===== src/rtl/fetch_pkg.sv =====
// Shared types and constants for the instruction-fetch stage.
package fetch_pkg;

    localparam int          INSTR_W          = 32;
    localparam logic [31:0] RESET_PC_DEFAULT = 32'h0040_0000;
    localparam logic [31:0] NOP_INSTR        = 32'h0000_0000;

    typedef enum logic [1:0] {
        S_BOOT     = 2'd0,
        S_RUN      = 2'd1,
        S_REDIRECT = 2'd2
    } fetchState_t;

    // One skid-buffer entry: the fetched word and the address it came from.
    typedef struct packed {
        logic [INSTR_W-1:0] instr;
        logic [31:0]        pc;
    } fetchEntry_t;

    // Redirect targets are forced onto a word boundary.
    function automatic logic [31:0] alignPc(input logic [31:0] pc);
        return {pc[31:2], 2'b00};
    endfunction

endpackage


===== src/rtl/fetch_stage_if.sv =====
// Bus between the fetch stage, the instruction ROM, IF/ID and the redirect sources.
//
// Handshake: an IF/ID entry transfers at a rising edge when if_valid=1 and
// stall=0; while stall=1 the head entry and every if_* output hold steady.
// The ROM has no backpressure: a word requested with imem_en=1 at imem_addr
// comes back on imem_rdata in the following cycle. redirect_valid is a
// single-cycle command that is always accepted.
interface fetch_stage_if;
    import fetch_pkg::*;

    logic               stall;
    logic               redirect_valid;
    logic [31:0]        redirect_pc;
    logic               imem_en;
    logic [31:0]        imem_addr;
    logic [INSTR_W-1:0] imem_rdata;
    logic               if_valid;
    logic [INSTR_W-1:0] if_instruction;
    logic [31:0]        if_pc;
    logic [31:0]        if_pc_4;
    logic               misalign_err;

    // Fetch-stage side.
    modport master (
        input  stall, redirect_valid, redirect_pc, imem_rdata,
        output imem_en, imem_addr, if_valid, if_instruction, if_pc, if_pc_4, misalign_err
    );

    // Environment side: ROM, hazard unit, IF/ID and branch resolution.
    modport slave (
        output stall, redirect_valid, redirect_pc, imem_rdata,
        input  imem_en, imem_addr, if_valid, if_instruction, if_pc, if_pc_4, misalign_err
    );

endinterface


===== src/rtl/fetch_skid_fifo.sv =====
// Two-entry skid buffer holding {instr, pc} words returned by the ROM.
module fetch_skid_fifo
    import fetch_pkg::*;
#(
    parameter int DEPTH = 2
) (
    input  logic        clk,
    input  logic        reset,
    input  logic        push,
    input  logic        pop,
    input  logic        flush,
    input  fetchEntry_t dataIn,
    output fetchEntry_t dataOut,
    output logic        full,
    output logic        empty,
    output logic [1:0]  count
);

    fetchEntry_t mem [2];
    logic        wrPtr;
    logic        rdPtr;
    logic [1:0]  countQ;

    // Pointers and occupancy; flush empties the buffer in one cycle.
    always_ff @(posedge clk) begin
        if (reset || flush) begin
            wrPtr  <= 1'b0;
            rdPtr  <= 1'b0;
            countQ <= 2'd0;
        end else begin
            if (push) wrPtr <= ~wrPtr;
            if (pop)  rdPtr <= ~rdPtr;
            case ({push, pop})
                2'b10:   countQ <= countQ + 2'd1;
                2'b01:   countQ <= countQ - 2'd1;
                default: countQ <= countQ;
            endcase
        end
    end

    // Storage; a push on a full buffer with a pop reuses the slot being vacated.
    always_ff @(posedge clk) begin
        if (push && !flush && !reset) mem[wrPtr] <= dataIn;
    end

    // Popping an empty buffer means the caller's valid logic is broken.
    always_ff @(posedge clk) begin
        if (!reset && !flush) assert (!(pop && countQ == 2'd0));
    end

    assign dataOut = mem[rdPtr];
    assign full    = (countQ == 2'(DEPTH));
    assign empty   = (countQ == 2'd0);
    assign count   = countQ;

endmodule


===== src/rtl/fetch_stage.sv =====
// Instruction-fetch stage: PC, ROM request issue, redirect handling and the
// skid buffer feeding the IF/ID register.
module fetch_stage
    import fetch_pkg::*;
#(
    parameter logic [31:0] RESET_PC   = RESET_PC_DEFAULT,
    parameter int          FIFO_DEPTH = 2
) (
    input  logic          clk,
    input  logic          reset,
    fetch_stage_if.master bus,
    output fetchState_t   dbgState
);

    fetchState_t state;
    fetchState_t nextState;
    logic [31:0] fetchPc;
    logic [31:0] reqPc;
    logic        inflight;
    logic        misalignErr;
    logic        issue;
    logic        respValid;
    logic        headValid;
    logic        pop;
    logic        outValid;
    logic        fifoPush;
    logic        fifoPop;
    logic        fifoFull;
    logic        fifoEmpty;
    logic [1:0]  fifoCount;
    logic [2:0]  occupancy;
    fetchEntry_t respEntry;
    fetchEntry_t fifoHead;
    fetchEntry_t headEntry;

    // A response returning into S_REDIRECT belongs to the abandoned path.
    assign respValid = inflight && (state != S_REDIRECT);
    assign respEntry = '{instr: bus.imem_rdata, pc: reqPc};

    // With an empty buffer the returning word is presented directly (fall-through).
    assign headValid = !fifoEmpty || respValid;
    assign headEntry = fifoEmpty ? respEntry : fifoHead;
    assign pop       = headValid && !bus.stall;
    assign fifoPop   = pop && !fifoEmpty;
    assign fifoPush  = respValid && !(fifoEmpty && pop);

    // Words that will be held after this edge if a new request goes out now.
    assign occupancy = {1'b0, fifoCount} + {2'b00, inflight} - {2'b00, pop};

    fetch_skid_fifo #(
        .DEPTH (FIFO_DEPTH)
    ) uSkidFifo (
        .clk     (clk),
        .reset   (reset),
        .push    (fifoPush),
        .pop     (fifoPop),
        .flush   (bus.redirect_valid),
        .dataIn  (respEntry),
        .dataOut (fifoHead),
        .full    (fifoFull),
        .empty   (fifoEmpty),
        .count   (fifoCount)
    );

    // State register.
    always_ff @(posedge clk) begin
        if (reset) state <= S_BOOT;
        else       state <= nextState;
    end

    // Next-state logic: a redirect wins in every state.
    always_comb begin
        nextState = state;
        if (bus.redirect_valid) begin
            nextState = S_REDIRECT;
        end else begin
            case (state)
                S_BOOT:     nextState = S_RUN;
                S_RUN:      nextState = S_RUN;
                S_REDIRECT: nextState = S_RUN;
                default:    nextState = S_BOOT;
            endcase
        end
    end

    // Output logic: boot and redirect cycles always issue, run issues while room remains.
    always_comb begin
        issue = 1'b0;
        case (state)
            S_BOOT:     issue = 1'b1;
            S_REDIRECT: issue = 1'b1;
            S_RUN:      issue = (occupancy < 3'(FIFO_DEPTH));
            default:    issue = 1'b0;
        endcase
    end

    // PC, outstanding-request record and sticky misalignment flag.
    always_ff @(posedge clk) begin
        if (reset) begin
            fetchPc     <= RESET_PC;
            reqPc       <= 32'h0;
            inflight    <= 1'b0;
            misalignErr <= 1'b0;
        end else begin
            inflight <= issue;
            if (issue) reqPc <= fetchPc;
            if (bus.redirect_valid)  fetchPc <= alignPc(bus.redirect_pc);
            else if (issue)          fetchPc <= fetchPc + 32'd4;
            if (bus.redirect_valid && (bus.redirect_pc[1:0] != 2'b00)) misalignErr <= 1'b1;
        end
    end

    // The issue rule must keep the skid buffer from overflowing.
    always_ff @(posedge clk) begin
        if (!reset && !bus.redirect_valid) assert (!(fifoPush && !fifoPop && fifoFull));
    end

    // Everything reads as idle while reset is held.
    assign outValid           = headValid && !reset;
    assign bus.if_valid       = outValid;
    assign bus.if_instruction = outValid ? headEntry.instr : NOP_INSTR;
    assign bus.if_pc          = outValid ? headEntry.pc : 32'h0;
    assign bus.if_pc_4        = outValid ? (headEntry.pc + 32'd4) : 32'h0;
    assign bus.imem_en        = issue && !reset;
    assign bus.imem_addr      = reset ? 32'h0 : fetchPc;
    assign bus.misalign_err   = misalignErr && !reset;
    assign dbgState           = state;

endmodule


===== src/flat_wrapper.sv =====
// flat-port wrapper written by rule: the top's interface ports become plain ports
module fetch_stage_flat import fetch_pkg::*;
#(
    parameter logic [31:0] RESET_PC   = RESET_PC_DEFAULT,
    parameter int          FIFO_DEPTH = 2
)
  (clk, reset, dbgState, bus_stall, bus_redirect_valid, bus_redirect_pc, bus_imem_rdata, bus_imem_en, bus_imem_addr, bus_if_valid, bus_if_instruction, bus_if_pc, bus_if_pc_4, bus_misalign_err);
  fetch_stage_if bus_i ();
  input  logic clk;
  input  logic reset;
  output fetchState_t dbgState;
  input wire logic [$bits(bus_i.stall)-1:0] bus_stall;
  input wire logic [$bits(bus_i.redirect_valid)-1:0] bus_redirect_valid;
  input wire logic [$bits(bus_i.redirect_pc)-1:0] bus_redirect_pc;
  input wire logic [$bits(bus_i.imem_rdata)-1:0] bus_imem_rdata;
  output wire logic [$bits(bus_i.imem_en)-1:0] bus_imem_en;
  output wire logic [$bits(bus_i.imem_addr)-1:0] bus_imem_addr;
  output wire logic [$bits(bus_i.if_valid)-1:0] bus_if_valid;
  output wire logic [$bits(bus_i.if_instruction)-1:0] bus_if_instruction;
  output wire logic [$bits(bus_i.if_pc)-1:0] bus_if_pc;
  output wire logic [$bits(bus_i.if_pc_4)-1:0] bus_if_pc_4;
  output wire logic [$bits(bus_i.misalign_err)-1:0] bus_misalign_err;
  assign bus_i.stall = bus_stall;
  assign bus_i.redirect_valid = bus_redirect_valid;
  assign bus_i.redirect_pc = bus_redirect_pc;
  assign bus_i.imem_rdata = bus_imem_rdata;
  assign bus_imem_en = bus_i.imem_en;
  assign bus_imem_addr = bus_i.imem_addr;
  assign bus_if_valid = bus_i.if_valid;
  assign bus_if_instruction = bus_i.if_instruction;
  assign bus_if_pc = bus_i.if_pc;
  assign bus_if_pc_4 = bus_i.if_pc_4;
  assign bus_misalign_err = bus_i.misalign_err;
  fetch_stage #(.RESET_PC(RESET_PC), .FIFO_DEPTH(FIFO_DEPTH)) u_core (.clk(clk), .reset(reset), .bus(bus_i), .dbgState(dbgState));
endmodule

===== config.mk =====
export PLATFORM = sky130hd
export DESIGN_NAME = fetch_stage_flat
export DESIGN_NICKNAME = d
export VERILOG_FILES = /design/src/rtl/fetch_pkg.sv /design/src/rtl/fetch_stage_if.sv /design/src/rtl/fetch_skid_fifo.sv /design/src/rtl/fetch_stage.sv /design/src/flat_wrapper.sv
export SDC_FILE = /design/constraint.sdc
export NUM_CORES = 1
export LEC_CHECK = 0
export ABC_AREA = 1
export BUFFER_PORTS_ARGS = -buffer_cell sky130_fd_sc_hd__buf_2
export CAP_MARGIN = 25
export CORE_MARGIN = 2
export CORE_UTILIZATION = 56
export DETAILED_ROUTE_END_ITERATION = 8
export PLACE_DENSITY_LB_ADDON = 0.15
export SETUP_SLACK_MARGIN = 0.4
export SYNTH_ARGS = -nofsm -noshare
export SYNTH_HDL_FRONTEND = slang
export SYNTH_SLANG_ARGS = --single-unit

===== constraint.sdc =====
create_clock -name clk -period 4.9 [get_ports clk]
set_input_delay 0.245 -clock clk [delete_from_list [all_inputs] [get_ports clk]]
set_output_delay 0.245 -clock clk [all_outputs]
set_load 0.02 [all_outputs]

==> results of run 1 <==
[sequential cells by signal, indices dropped and copies added, names as in the netlist, named ones only]
name,count
u_core.fetchPc,30
u_core.inflight,1
u_core.uSkidFifo.rdPtr,1
u_core.reqPc,30
u_core.dbgState,2
u_core.uSkidFifo.count,2
u_core.misalignErr,1
u_core.uSkidFifo.mem,124
u_core.uSkidFifo.wrPtr,1
[placed cells by master (no fill, tap or decap), types with 2 or more instances in the layout]
cell             n
a21oi_1         67
a2bb2oi_1        2
a311oi_1        32
a31oi_1         11
buf_2          194
buf_4            9
clkbuf_16       17
clkinv_1         2
clkinv_2         2
clkinv_4         2
clkinvlp_4       2
conb_1           6
dfxtp_1         68
dlygate4sd3_1    8
edfxtp_1       124
ha_1             4
inv_1           94
inv_2            4
inv_6            2
inv_8            5
nand2_1        471
nand2_2          9
nand3_1         48
nand4_1          7
nor2_1         203
nor2_2           9
nor2_4           5
nor3_1          16
nor3_2           2
o21ai_0         66
o31ai_1          3
or2_2            5
xor2_1          12
[layer usage]
layer | vias to the layer above | share of wire [%]
li1 | 4723 | -
met1 | 4287 | 44
met2 | 344 | 47
met3 | 48 | 6.7
met4 | 0 | 2.2
met5 | - | 0
[cells in the mapped netlist, types with 7 or more instances]
library cell and n:
nand2_1 471, nor2_1 205, edfxtp_1 124, inv_1 94, dfxtp_1 69, a21oi_1 67, o21ai_0 66, nand3_1 48
clkbuf_1 33, a311oi_1 32, nor3_1 16, buf_2 14, buf_4 13, xor2_1 12, a31oi_1 11, nand2_2 9
nor2_2 9, nand4_1 7
[power groups by stage]
stage | sequential [mW] | combinational [mW] | clock, mW
CTS | 1.82 | 0.502 | 1.32
global route | 1.83 | 0.565 | 1.40
finish | 1.83 | 0.511 | 1.31
global placement | 1.86 | 0.493 | 0
detailed placement | 1.86 | 0.500 | 0
floorplan | 1.85 | 0.350 | 0
[kinds of logic after synthesis]
family / share of synthesized area, %
compound gates: 10.8
xor+xnor: 1.02
fa+ha+maj: 0.683
buf+inv: 7.26
flops: 49.8
other cells: 0.0366
simple gates: 30.5
[area by class of cell]
class	instances	share of cell area (%)
timing repair buffer	212	9.61
sequential	193	42.8
inverter	101	3.26
clock buffer	17	3.57
multi-input combinational	987	37.3
clock inverter	15	1.09
tap	229	2.40
[worst min-delay path by stage]
stage                                       from                          end  cells past startpoint
after floorplan                bus_imem_rdata[0]  u_core.uSkidFifo.mem[0][32]                      0
after global placement    u_core.uSkidFifo.rdPtr                    flip-flop                      1
after detailed placement  u_core.uSkidFifo.rdPtr                    flip-flop                      1
after CTS                     bus_imem_rdata[19]  u_core.uSkidFifo.mem[1][51]                      1
after global routing          bus_imem_rdata[30]  u_core.uSkidFifo.mem[1][62]                      1
final                         bus_imem_rdata[20]  u_core.uSkidFifo.mem[1][52]                      1
[what timing repair did]
action,CTS,global route
hold endpoints to repair,0,16
hold buffers,0,8
buffers inserted,0,0
[stage by stage]
stage,power (mW),cells,hold WS (ns),worst slack [ns],util (%)
CTS,3.65,1745,0.000118,1.14,65.8
detailed placement,2.36,1713,0.437,1.40,62.7
finish,3.65,1754,0.0110,1.36,66.4
global placement,2.35,1713,0.434,1.51,62.7
floorplan,2.20,1348,0.344,0.593,-
global route,3.79,1754,0.00171,1.07,66.4
==> impl_results.md, run 1 <==
* Post-synth EDFFs at 124
* Met3 GRT Util at 4.78%
* Antenna viol nets, final at 0
* Max Buffers Root-to-Sink at 2
* Crit-path most repeated cell: nand2_1
* Final Max Slew Viols at 0
* Max IR drop VDD at 0.272 mV
* Via count at 9,402
* Flop and latch count out of synthesis at 193
* Sequential fraction of design power at 50.0%
* Initial antenna violation count at 0
* Main synth FF type: edfxtp_1
* Global route overflow at 0
* Switching pwr at 1.05 mW
* Worst path arrival time at 3.29 ns
* RR Endpoint: u_core.fetchPc[8]
* Slew @ Worst Pin at 0.868 ns
* WP depth at 15
* Origin of the critical flop-to-flop path: u_core.uSkidFifo.count[1]
* Pre-antenna DRT Iters at 7
* Die height at 139 um
* Comb pwr share at 14.0%
* Die area at 19,400 sq um
* Largest cells by area after synthesis: edfxtp_1 (36%), nand2_1 (17%), dfxtp_1 (13%)
* CP startpoint kind: flip-flop
* Minimum clock period after layout at 3.54 ns
* Root buffer cell: clkbuf_16
* Crit Path Class: reg -> out
* First-pass GRT wire length at 41,600 um
* Synth warn at 0
* Leak at 5.03 nW
* Sw Ratio at 28.7%
* Buffers added on ports at 194
* Worst path max stage delay at 0.59 ns
* Slew HR at 42.1%
* Nets@finish at 1,585
* Met1 usage at 35.4%
* Crit path cell chain: inv_4 > nand2_1 > nand2_1 > nand2_1 > nand2_1 > ha_1 > inv_1 > nor2_1 > nand2_1 > nor2_2 > nand2_1 > nor2_2 > nor2_1 > nor2_1 > buf_2
* R2R Setup Slk at 1.51 ns
* Clock share of power at 36.0%
* First-iteration detailed-routing DRC count at 771
* Final period utilization at 72.2%
* Setup TNS at 0 ns
* Die W at 139 um
* CTS tree: yes
* Final setup vio count at 0
* TritonCTS buffer count at 17
* IO Pins at 201
* Share of cells above drive strength 1 at 18.0%
* Area after DPL at 11,300 sq um
* Vias in the first global route at 8,554
* Placer Congestion at 0.935
* Post-Syn Area per Cell at 7.64 sq um
* Critical Path RT at 4.66 ns
* Clock sink count at 193
* Crit-path slowest cell: inv_4
* MaxCap Viol Count at 0
* Final Hold Vio Count at 0
* DRC Markers at 0
* Yosys top cell by area: edfxtp_1
* R2R cell count at 15
* Clk Latency, worst-skew pair at 0.44 ns
* Worst path buffer plus inverter count at 3
* Post_cts resized at 0
* Drt wl/cell at 15.1 um
* Footprint of the multi-input gates at 4440 sq um
* GRT Util Overall at 26.8%
* Sequential share of the synthesized area at 49.8%
* Mapped Cells at 1,343
* Syn-to-layout area delta at 16.3%
* Ant diodes at 0
* Post-DR vias/cell at 5.36
* Yosys cell types at 40
* Synthesized area at 10,300 sq um
* Setup crit end: bus_if_pc_4[22]
* Detailed-route wire length at 26,500 um
* Power Dens Cells at 306 nW/um^2
* Initial Util at 57.1%
* Pint at 2.60 mW
* H-tree levels at 4
* Met2 Usage GRT at 44.6%
* Asr flop ratio synth at 0%
* Top-area cell type share of the netlist area at 36.3%
* Core Area at 18,000 sq um
* # fillers at 1,605
* # rows at 49
* F_max at 0.283 GHz
* Clock-pin slew on the worst setup and hold paths at 0.07 ns
* Detail Placement HPWL at 18,700 um
* Busiest grt layer: met2
* Hold Path Class: in -> reg
* RSZ-0062 raised after global routing: false
* Worst Path Max Fanout at 62
* Top cell family by delay on the critical path: simple AND/OR/NAND/NOR gates
* Seq. cell area at 5110 sq um
* Final instance area at 11,900 sq um
* Status: finished, final reports clean
* Pin count of the biggest net entering global routing at 117
* Crit. End Element: output port
* Setup Skew at 0.0115 ns
(Power assumes the default switching activity.)
==> run 2, diff against run 1 <==
--- a/config.mk
+++ b/config.mk
@@ -5,11 +5,11 @@
 export SDC_FILE = /design/constraint.sdc
 export NUM_CORES = 1
 export LEC_CHECK = 0
-export ABC_AREA = 1
+export ABC_AREA = 0
 export BUFFER_PORTS_ARGS = -buffer_cell sky130_fd_sc_hd__buf_2
 export CAP_MARGIN = 25
 export CORE_MARGIN = 2
-export CORE_UTILIZATION = 56
+export CORE_UTILIZATION = 50
 export DETAILED_ROUTE_END_ITERATION = 8
 export PLACE_DENSITY_LB_ADDON = 0.15
 export SETUP_SLACK_MARGIN = 0.4
==> constraint.sdc (replaced) <==
create_clock -name clk -period 2.9 [get_ports clk]
set_input_delay 0.145 -clock clk [delete_from_list [all_inputs] [get_ports clk]]
set_output_delay 0.145 -clock clk [all_outputs]
set_load 0.02 [all_outputs]
==> impl_results.md, run 2 <==
* CP startpoint kind: flip-flop
* Area share of fa/ha/maj cells after synthesis at 0.753%
* Pre-antenna DRT Iters at 7
* IO Pins at 201
* Post-synthesis mux area share at 11.0%
* CTS tree: yes
* Die area at 19,700 sq um
* Initial Util at 51.4%
* Post-Syn Area per Cell at 10.5 sq um
* H-tree levels at 4
* Die W at 140 um
* F_max at 0.305 GHz
* Worst path arrival time at 3.13 ns
* Hold slack final at 0.0316 ns
* Sequential share of the synthesized area at 54.9%
* Antenna viol nets, final at 0
* Synth Area in XOR/XNOR at 4.33%
* Critical Path RT at 2.76 ns
* Initial antenna violation count at 0
* Complex-gate fraction of the synthesized area at 7.90%
* Status: finished, violations left
* Asr flop ratio synth at 0%
* GRT Util Overall at 23.8%
* Syn-to-layout area delta at 45.8%
* Flop and latch count out of synthesis at 193
* Via count at 7,754
* Tot Pwr at 6.50 mW
* Slew @ Worst Pin at 0.800 ns
* Global route overflow at 0
* Nets@finish at 1,292
* Top-area cell type share of the netlist area at 40.0%
* Buffers added on ports at 194
* Post-synth EDFFs at 124
* Hold Path Class: in -> reg
* Yosys top cell by area: edfxtp_1
* Clock-pin slew on the worst setup and hold paths at 0.07 ns
* Most frequent cells in the layout: buf_2 (166), edfxtp_1 (124), nor2_1 (107)
* Clk Latency, worst-skew pair at 0.43 ns
* Largest family of logic cells by synthesized area: simple AND/OR/NAND/NOR gates
* # rows at 49
* First-iteration detailed-routing DRC count at 425
* Synth warn at 0
* Final period utilization at 113%
* Crit. End Element: output port
* Max Buffers Root-to-Sink at 2
* Power Dens Cells at 479 nW/um^2
* Failing checks: setup timing
* Die height at 140 um
* RSZ-0062 raised after global routing: true
* Placer Congestion at 0.866
* Root buffer cell: clkbuf_16
* Detail Placement HPWL at 15,200 um
* DRC Markers at 0
* Detailed-route wire length at 24,100 um
* Leak at 5.32 nW
* Final WS setup at -0.374 ns
* Final Hold Vio Count at 0
* Synthesized area at 9300 sq um
* Minimum clock period after layout at 3.27 ns
* First-pass GRT wire length at 37,400 um
* Slew HR at 46.6%
* Commonest non-fill, non-tap cell in the layout: buf_2
* Worst Path Max Fanout at 9
* Biggest regs: u_core.uSkidFifo.mem (124), u_core.fetchPc (30), u_core.reqPc (30)
* Main synth FF type: edfxtp_1
* Post-DR vias/cell at 5.31
* R2R Setup Slk at -0.29 ns
* Share of cells above drive strength 1 at 40.3%
* Post-synth top cells: edfxtp_1 (124), nor2_1 (118), nand2_1 (101)
* Clock sink count at 193
* MaxCap Viol Count at 0
* Final instance area at 13,600 sq um
* Synth Area in Simple Gates at 17.4%
* Yosys cell types at 47
* Setup TNS at -11.45 ns
* Mapped Cells at 884
* Final setup vio count at 70
* Register with the most flip-flops: u_core.uSkidFifo.mem
* Largest cells by area after synthesis: edfxtp_1 (40%), dfxtp_1 (15%), mux2i_1 (6.8%)
* Final Max Slew Viols at 0
* Max reg flops at 124
* Setup Skew at 0.00932 ns
* Drt wl/cell at 16.5 um
* Crit Path Class: reg -> out
* Vias in the first global route at 7,426
* Core Area at 18,100 sq um
* Area after DPL at 11,300 sq um
* Max IR drop VDD at 0.318 mV
* Pin count of the biggest net entering global routing at 70
* TritonCTS buffer count at 17
* Ant diodes at 0
* Most common cell in the synthesized netlist: edfxtp_1
## run 2: changes by cell type in the layout (fill, tap and decap cells not counted), sizes merged, moves of 46 or more
cell,delta
o21ai,-58
a211oi,+46
dlygate4sd3,+53
inv,-85
nor2,-99
nand2,-380
buf,+102
mux2i,+64
## run 2: area by class of cell
class,count,area [sq um]
inverter,13,53.8
clock buffer,18,429
fill,1206,4530
tap,229,287
multi-input combinational,623,4590
timing repair buffer,371,2930
sequential,193,5110
clock inverter,14,166
## run 2: critical path, cell delays in order, from the launching register on
cell and delay (ns):
dfxtp_2 0.32, or2_4 0.25, buf_12 0.15, buf_4 0.13
mux2i_1 0.12, or3_1 0.37, or4_4 0.56, or4_4 0.51
a21oi_4 0.14, buf_6 0.14
## run 2: cells by family after synthesis
logic type / after synthesis
simple gates: 350
flops: 193
compound gates: 118
mux: 98
buf+inv: 73
xor+xnor: 46
fa+ha+maj: 5
other cells: 1
## run 2: worst paths after layout
| kind | from | end | cells after the start |
|---|---|---|---|
| max | u_core.uSkidFifo.count[0] | bus_if_pc_4[29] | 9 |
| min | bus_redirect_pc[24] | u_core.fetchPc[24] | 3 |
| max reg2reg | u_core.uSkidFifo.count[0] | u_core.fetchPc[23] | 15 |
| min reg2reg | u_core.reqPc[29] | u_core.reqPc[29] | 2 |
## run 2: what timing repair did
item | in CTS | in global routing
endpoints found under the setup margin | 115 | 106
cloned | 4 | 6
pin swaps | 54 | 36
resized for setup | 78 | 95
hold buffers | 61 | 0
hold endpoints to repair | 92 | 0
setup buffers | 16 | 14
## run 2: where the power goes
group	internal (mW)	switching, mW
combinational	0.480	0.568
sequential	3.00	0.0853
clock	1.30	1.07
total	4.78	1.72
## run 2: per-layer routing
metal  vias to the layer above  share of wire, %  global-route usage, %
met5                         -                 0                      0
met4                         0               1.6                   7.50
met3                        33               5.6                   4.41
met2                       271                48                   39.6
met1                      3640                44                   31.9
li1                       3810                 -                      -
## run 2: per-stage QoR
step / setup slack [ns] / std cells / utilization, %
finish: -0.374 / 1461 / 75.0
global route: -0.490 / 1461 / 75.0
CTS: -0.388 / 1441 / 71.9
detailed placement: -0.129 / 1328 / 62.5
global placement: -0.0599 / 1328 / 62.5
floorplan: -0.469 / 889 / -
